==> config.mk <==
export PLATFORM = sky130hd
export DESIGN_NAME = sha_block_mem
export DESIGN_NICKNAME = d
export VERILOG_FILES = /design/src/rtl/sha_block_mem.sv
export SDC_FILE = /design/constraint.sdc
export NUM_CORES = 1
export LEC_CHECK = 0
export CAP_MARGIN = 40
export CORE_MARGIN = 2
export CORE_UTILIZATION = 55
export CTS_CLUSTER_SIZE = 24
export DETAILED_ROUTE_END_ITERATION = 12
export PLACE_DENSITY = 0.72
export SLEW_MARGIN = 20
export SYNTH_ARGS = -nofsm -noshare
export SYNTH_HDL_FRONTEND = slang
export SYNTH_SLANG_ARGS = --single-unit
==> constraint.sdc <==
create_clock -name clk -period 6.99 [get_ports clk]
set_input_delay 2.097 -clock clk [delete_from_list [all_inputs] [get_ports clk]]
set_output_delay 2.097 -clock clk [all_outputs]
set_load 0.005 [all_outputs]
==> src/rtl/sha_block_mem.sv <==
// sha_block_mem: ping-pong message-block memory for the sha256 core.
// A loader fills one bank while the core reads the other.
module sha_block_mem #(
  parameter int RD_LATENCY = 1,
  parameter int WORDS      = 16
) (
  input  logic        clk,
  input  logic        rst_n,
  input  logic        wr_vld,
  output logic        wr_rdy,
  input  logic [31:0] wr_data,
  input  logic        mem_addr_vld,
  input  logic [31:0] mem_addr,
  output logic        mem_data_vld,
  output logic [31:0] mem_data,
  output logic        mem_err,
  output logic        blk_vld,
  input  logic        blk_done,
  output logic [1:0]  blk_count
);

  localparam int IW = $clog2(WORDS);

  logic [1:0]    full_q, full_d;
  logic          wr_bank_q, wr_bank_d;
  logic [IW-1:0] wr_idx_q, wr_idx_d;
  logic          rd_bank_q, rd_bank_d;
  logic          wr_rdy_q, wr_rdy_d;

  logic [31:0]   ram_q [2][WORDS];

  logic          wr_fire;
  logic          wr_last;
  logic          rd_rel;

  logic [IW-1:0] rd_idx;
  logic          rd_err;
  logic [31:0]   rd_word;

  logic          pv_d [RD_LATENCY];
  logic [31:0]   pd_d [RD_LATENCY];
  logic          pe_d [RD_LATENCY];
  logic          pv_q [RD_LATENCY];
  logic [31:0]   pd_q [RD_LATENCY];
  logic          pe_q [RD_LATENCY];

  // Handshake and bank-release qualification
  always_comb begin
    wr_fire = wr_vld & wr_rdy_q;
    wr_last = wr_fire & (wr_idx_q == IW'(WORDS - 1));
    rd_rel  = blk_done & full_q[rd_bank_q];
  end

  // Bank bookkeeping next state; write and release never hit one bank
  always_comb begin
    full_d    = full_q;
    wr_bank_d = wr_bank_q;
    wr_idx_d  = wr_idx_q;
    rd_bank_d = rd_bank_q;
    if (wr_fire) begin
      wr_idx_d = wr_idx_q + IW'(1);
    end
    if (wr_last) begin
      full_d[wr_bank_q] = 1'b1;
      wr_bank_d         = ~wr_bank_q;
      wr_idx_d          = '0;
    end
    if (rd_rel) begin
      full_d[rd_bank_q] = 1'b0;
      rd_bank_d         = ~rd_bank_q;
    end
    wr_rdy_d = ~full_d[wr_bank_d];
  end

  // Bank bookkeeping state
  always_ff @(posedge clk or negedge rst_n) begin
    if (!rst_n) begin
      full_q    <= '0;
      wr_bank_q <= 1'b0;
      wr_idx_q  <= '0;
      rd_bank_q <= 1'b0;
      wr_rdy_q  <= 1'b0;
    end else begin
      full_q    <= full_d;
      wr_bank_q <= wr_bank_d;
      wr_idx_q  <= wr_idx_d;
      rd_bank_q <= rd_bank_d;
      wr_rdy_q  <= wr_rdy_d;
    end
  end

  // Bank storage, not reset
  always_ff @(posedge clk) begin
    if (wr_fire) begin
      ram_q[wr_bank_q][wr_idx_q] <= wr_data;
    end
  end

  // Request decode against pre-update bank state
  always_comb begin
    rd_idx  = mem_addr[IW+1:2];
    rd_err  = (|mem_addr[1:0]) | (|mem_addr[31:IW+2]) | ~full_q[rd_bank_q];
    rd_word = rd_err ? 32'h0 : ram_q[rd_bank_q][rd_idx];
  end

  // Pipeline stage inputs: stage 0 takes the request, others shift
  always_comb begin
    for (int k = 0; k < RD_LATENCY; k++) begin
      if (k == 0) begin
        pv_d[k] = mem_addr_vld;
        pd_d[k] = rd_word;
        pe_d[k] = rd_err;
      end else begin
        pv_d[k] = pv_q[k-1];
        pd_d[k] = pd_q[k-1];
        pe_d[k] = pe_q[k-1];
      end
    end
  end

  // Pipeline registers; payload only moves with a valid so it holds
  always_ff @(posedge clk or negedge rst_n) begin
    if (!rst_n) begin
      for (int k = 0; k < RD_LATENCY; k++) begin
        pv_q[k] <= 1'b0;
        pd_q[k] <= '0;
        pe_q[k] <= 1'b0;
      end
    end else begin
      for (int k = 0; k < RD_LATENCY; k++) begin
        pv_q[k] <= pv_d[k];
        if (pv_d[k]) begin
          pd_q[k] <= pd_d[k];
          pe_q[k] <= pe_d[k];
        end
      end
    end
  end

  // Outputs straight from state
  always_comb begin
    wr_rdy       = wr_rdy_q;
    blk_vld      = full_q[rd_bank_q];
    blk_count    = {1'b0, full_q[0]} + {1'b0, full_q[1]};
    mem_data_vld = pv_q[RD_LATENCY-1];
    mem_data     = pd_q[RD_LATENCY-1];
    mem_err      = pe_q[RD_LATENCY-1];
  end

endmodule
* Yosys cells after proc, flatten, opt, wreduce, memory -nomap -nowiden *
Memory sizes are Yosys's and may differ from the RTL's.
Cells that the tools add are included.

operators by class
  $add $sub $neg = 2
  order comparisons = 8
  eq/ne operators = 1
  multiplexer cells = 21
  bitwise logic cells = 14
  reduce and logical (&&, ||, !) cells = 6

operators by type and width
  cell                                                                           count
  512-bit two-way mux                                                            1
  32-bit binary-select mux with 4-bit select                                     1
  32-bit demux with 4-bit select                                                 1
  32-bit two-way mux                                                             4
  26-bit OR reduction                                                            1
  5-bit greater-or-equal comparator (second input constant)                      2
  4-bit NOT with 5-bit output                                                    2
  1-bit two-way mux                                                              8
  4-bit two-way mux                                                              2
  1-bit by 2-bit less-than comparator with 1-bit output (second input constant)  3
  5-bit by 1-bit less-than comparator with 1-bit output (second input constant)  1
  4-bit by 1-bit adder with 4-bit output (second input constant)                 1
  4-bit == test (second input constant)                                          1
  2-bit two-way mux                                                              2
  1-bit NOT                                                                      4
  1-bit AND                                                                      3
  1-bit logical AND                                                              3
  1-bit by 1-bit adder with 2-bit output                                         1
  2-bit AND                                                                      1
  1-bit demux with 1-bit select                                                  2
  1-bit greater-or-equal comparator (second input constant)                      2
  2-bit NOT                                                                      1
  1-bit bitwise OR                                                               2
  2-bit bitwise OR                                                               1
  2 further kinds                                                                2

word-level totals
  register bits = 43
  bits in writable memories = 1024
  logic and storage cells = 61
  memories = 1

memory list
  name   depth  bits a word  rd ports  clocked after Yosys merged registers in  write ports  RTL line  RTL
  ram_q  2      512          1         0                                        1            30        logic [31:0] ram_q [2][WORDS];

* Logic depth before layout (Yosys ltp) *
  depth after elaboration = 11
  depth in mapped cells = 9
  depth with buffers taken out = 6

* Least setup slack after synthesis *
No wires, ideal clock.

  path kind = in2reg
  from = in wr_vld
  to = mem ram_q[0][100] (netlist name) (enable)
  arrival = 4536 ps
  required time = 6529 ps
  setup slack = 1993 ps
  stages on the path = 2
  buffers on the path = 0
  cell sequence = nand3_1 -> nor3_1

on the way
  cells in the longest elaborated chain, start to end = 3

RTL lines
  what                                       RTL line  RTL
  from (decl)                                9         input logic wr_vld,
  1-bit AND                                  49        wr_fire = wr_vld & wr_rdy_q;
  1-bit two-way mux                          94        if (wr_fire) begin
  512-bit two-way mux (not written as such)  95        ram_q[wr_bank_q][wr_idx_q] <= wr_data;
  to (decl)                                  30

Every way passes these cells.

* Worst setup path in the final report *
  from = in wr_vld
  to = mem ram_q[1][19] (netlist name) (enable)

The elaborated chain is that of the path after synthesis.

==> impl_metrics.yaml <==
logic_synthesis:
  synth_area_leaders: "edfxtp_1 (75%), mux4_2 (12%), dfrtp_1 (2.6%), mux2i_1 (2.4%), a22oi_1 (1.2%)"
  synth_edf_count: 1024
  yosysMostFrequentCell: "edfxtp_1"
  post_synth.cell_area_avg_um2: 21.18
  synthArstFlopShare: 0.04030
  syn_inst: 1940
  synth_ff_type: "edfxtp_1"
  netlist.area_leader.share: 0.7483
  yosys_register_bits: 1067
  yosysSeqAreaShare: 0.7744
  synth_fp_nets: 2016
  yosysUniqueCellTypes: 35
  synth_top_area_cell: "edfxtp_1"
  synth_top_cells_by_count: "edfxtp_1 (1024), mux4_2 (224), mux2i_1 (97)"
  ys_warn_count: 0
  netlist_area_um2: 41090
power_and_ir_drop:
  p_per_area_nw_per_um2: 328.4
  peakVddDrop_uv: 275.4
  leakagePower_nw: 14.97
  p_total_mw: 15.66
worst_setup_path:
  cp_max_fo: 22
  crit_chain: "clkdlybuf4s50_1, nand3_1, nor2_1, ha_2, buf_12"
  slowest_delay_ps: 600
  path_class: "in -> reg"
  end_kind: "register"
  required_ps: 7320
  crit_buf_inv: 2
  critPathArrivalTime_ps: 4630
  worstSetupStartpointType: "primary input"
  slowest_stage: "nand3_1"
  crit_family: "simple AND/OR/NAND/NOR gates"
grt:
  grt_max_degree: 113
  grt_use_total: 0.2545
  grt_pass1_vias: 20560
  grt_pass1_wl_mm: 141.5
  gr-total-overflow: 0
  antenna_found_initial: 4
routing:
  dr_wl_met2_mm: 46.06
  vias_per_cell: 6.397
  vias: 20450
  dr_wl_met3_mm: 9.268
  drtIter0Drc: 2351
  first_pass_iters: 5
  routed_wl_mm: 96.51
  wl_met1_mm: 38.83
  highest_layer: "met5"
  drc: 0
  wire_per_inst_um: 30.20
  ant_nets: 0
placement:
  gp_congestion: 0.8138
  io_buffer_count: 106
  dp.final_hpwl_mm: 58.35
  dpl_worst_slack_ps: 2101
floorplan:
  dieWidth_um: 277.3
  dieArea_um2: 76920
  start_util: 0.5539
  pin_count: 107
  die-height_um: 277.3
  core_area_um2: 74200
  rows: 100
sta:
  rsz0062_at_grt: "no"
  setup_viol: 0
  fin_crit_sh: 0.6149
  report.final.slew_viol_count: 0
  final.setup.tns_ps: 0
  finalHoldViolCount: 0
  fin_crit_ps: 4298
  skew_ps: 41.41
  hold_slack_ps: 515.5
  worst_pin_slew_ps: 817.9
  relSlewSlack: 0.4534
  fmax_ghz: 0.2327
  setup_slack_ps: 2692
clocking:
  cts_tree: "done"
  cts_made_buffers: 103
  h-tree-depth: 3
  ctsHoldBuffers: 0
  cts_resized: 0
  post_cts_buffers: 0
  cts_buffer_depth: 3
  clk_latency_ps: 670
  root_buffer: "clkbuf_16"
  clkTransAtPathRegs_ps: 60
  cts_sinks: 1067
finish:
  syn_to_final_growth_pct: 16.02
  nets: 2215
  num-fill-cells: 4756
  layout-drive-gt1-share: 0.2367
  multi_input_area_um2: 8931
  final-seq-area_um2: 31830
run:
  drv_cap: 0
hold_path:
  hold_path_class: "reg -> reg"
run_status:
  status: "completed"
==> final cells by class <==
| cell class | instances | area share |
|---|---|---|
| clock buffer | 136 | 0.05947 |
| tap | 969 | 0.02543 |
| timing repair buffer | 199 | 0.04897 |
| clock inverter | 56 | 0.01068 |
| inverter | 6 | 0.0004724 |
| sequential | 1067 | 0.6676 |
| multi-input combinational | 762 | 0.1873 |
| antenna | 1 | 0.00005249 |
==> worst paths after layout <==
check,startpoint,endpoint,slack [ps],depth (start not counted)
max,wr_vld,ram_q[1][19],2690,5
min,mem_err,mem_err,520,1
max reg2reg,rd_bank_q,mem_data[21],3520,7
min reg2reg,mem_err,mem_err,520,1
max in group asynchronous,rst_n,rd_bank_q,4790,2
min in group asynchronous,rst_n,mem_data[3],1610,2
==> registers in the layout, summed over array words and instances (netlist names), 2 cells and up <==
| signal | count |
|---|---|
| full_q | 2 |
| wr_idx_q | 4 |
| mem_data | 32 |
| ram_q | 1024 |
==> layer usage <==
| metal | vias up | track usage |
|---|---|---|
| li1 | 8474 | - |
| met1 | 10740 | 0.3712 |
| met2 | 1066 | 0.3934 |
| met3 | 160 | 0.05668 |
| met4 | 6 | 0.07149 |
| met5 | - | 0 |
==> cell families (layout without fill, tap and decap cells) <==
kind of cell	after synthesis	count (layout)	synth area share
AND/OR/NAND/NOR	260	260	0.03297
flip-flops	1067	1067	0.7744
multiplexers	323	323	0.1469
adder cells (fa/ha/maj)	7	7	0.002131
XOR/XNOR	1	1	0.0002132
buffers and inverters	111	397	0.01434
AO/OA/AOI/OAI	171	171	0.02895
other	0	1	0
==> report_power, final <==
part | switching [mW] | total, mW | internal, mW
combinational | 1.47 | 2.74 | 1.26
sequential | 0.127 | 7.46 | 7.34
clock | 2.31 | 5.46 | 3.15
==> layout by cell type (no fill, tap or decap), types with 3 or more instances in the layout <==
master and count:
nand2_1 70, ha_1 5, o41ai_1 33, clkbuf_8 7
clkdlybuf4s50_1 98, mux2i_1 97, nand3b_1 33, dfrtp_1 42
a22oi_1 64, clkinv_2 29, o21ai_1 32, o21ai_0 3
clkinv_1 11, edfxtp_1 1024, mux4_2 224, nor2_1 35
buf_8 6, buf_4 52, nor2b_1 65, clkbuf_1 23
a21oi_1 3, bufinv_16 8, buf_16 16, inv_1 6
buf_12 19, nor2_4 28, clkinvlp_4 5, nand3_1 8
buf_2 6, clkbuf_16 106, nor3_2 3, nor4_1 5
o22ai_1 32
==> metrics by stage <==
step / utilization / cells / instance area, um2
2_1_floorplan: - / 1940 / 41090
3_3_place_gp: 0.5855 / 2962 / 43440
3_5_place_dp: 0.5962 / 2998 / 44240
4_1_cts: 0.6413 / 3190 / 47580
5_1_grt: 0.6425 / 3195 / 47670
6_report: 0.6426 / 3196 / 47680
No activity file was read; power rests on OpenSTA's default activity.
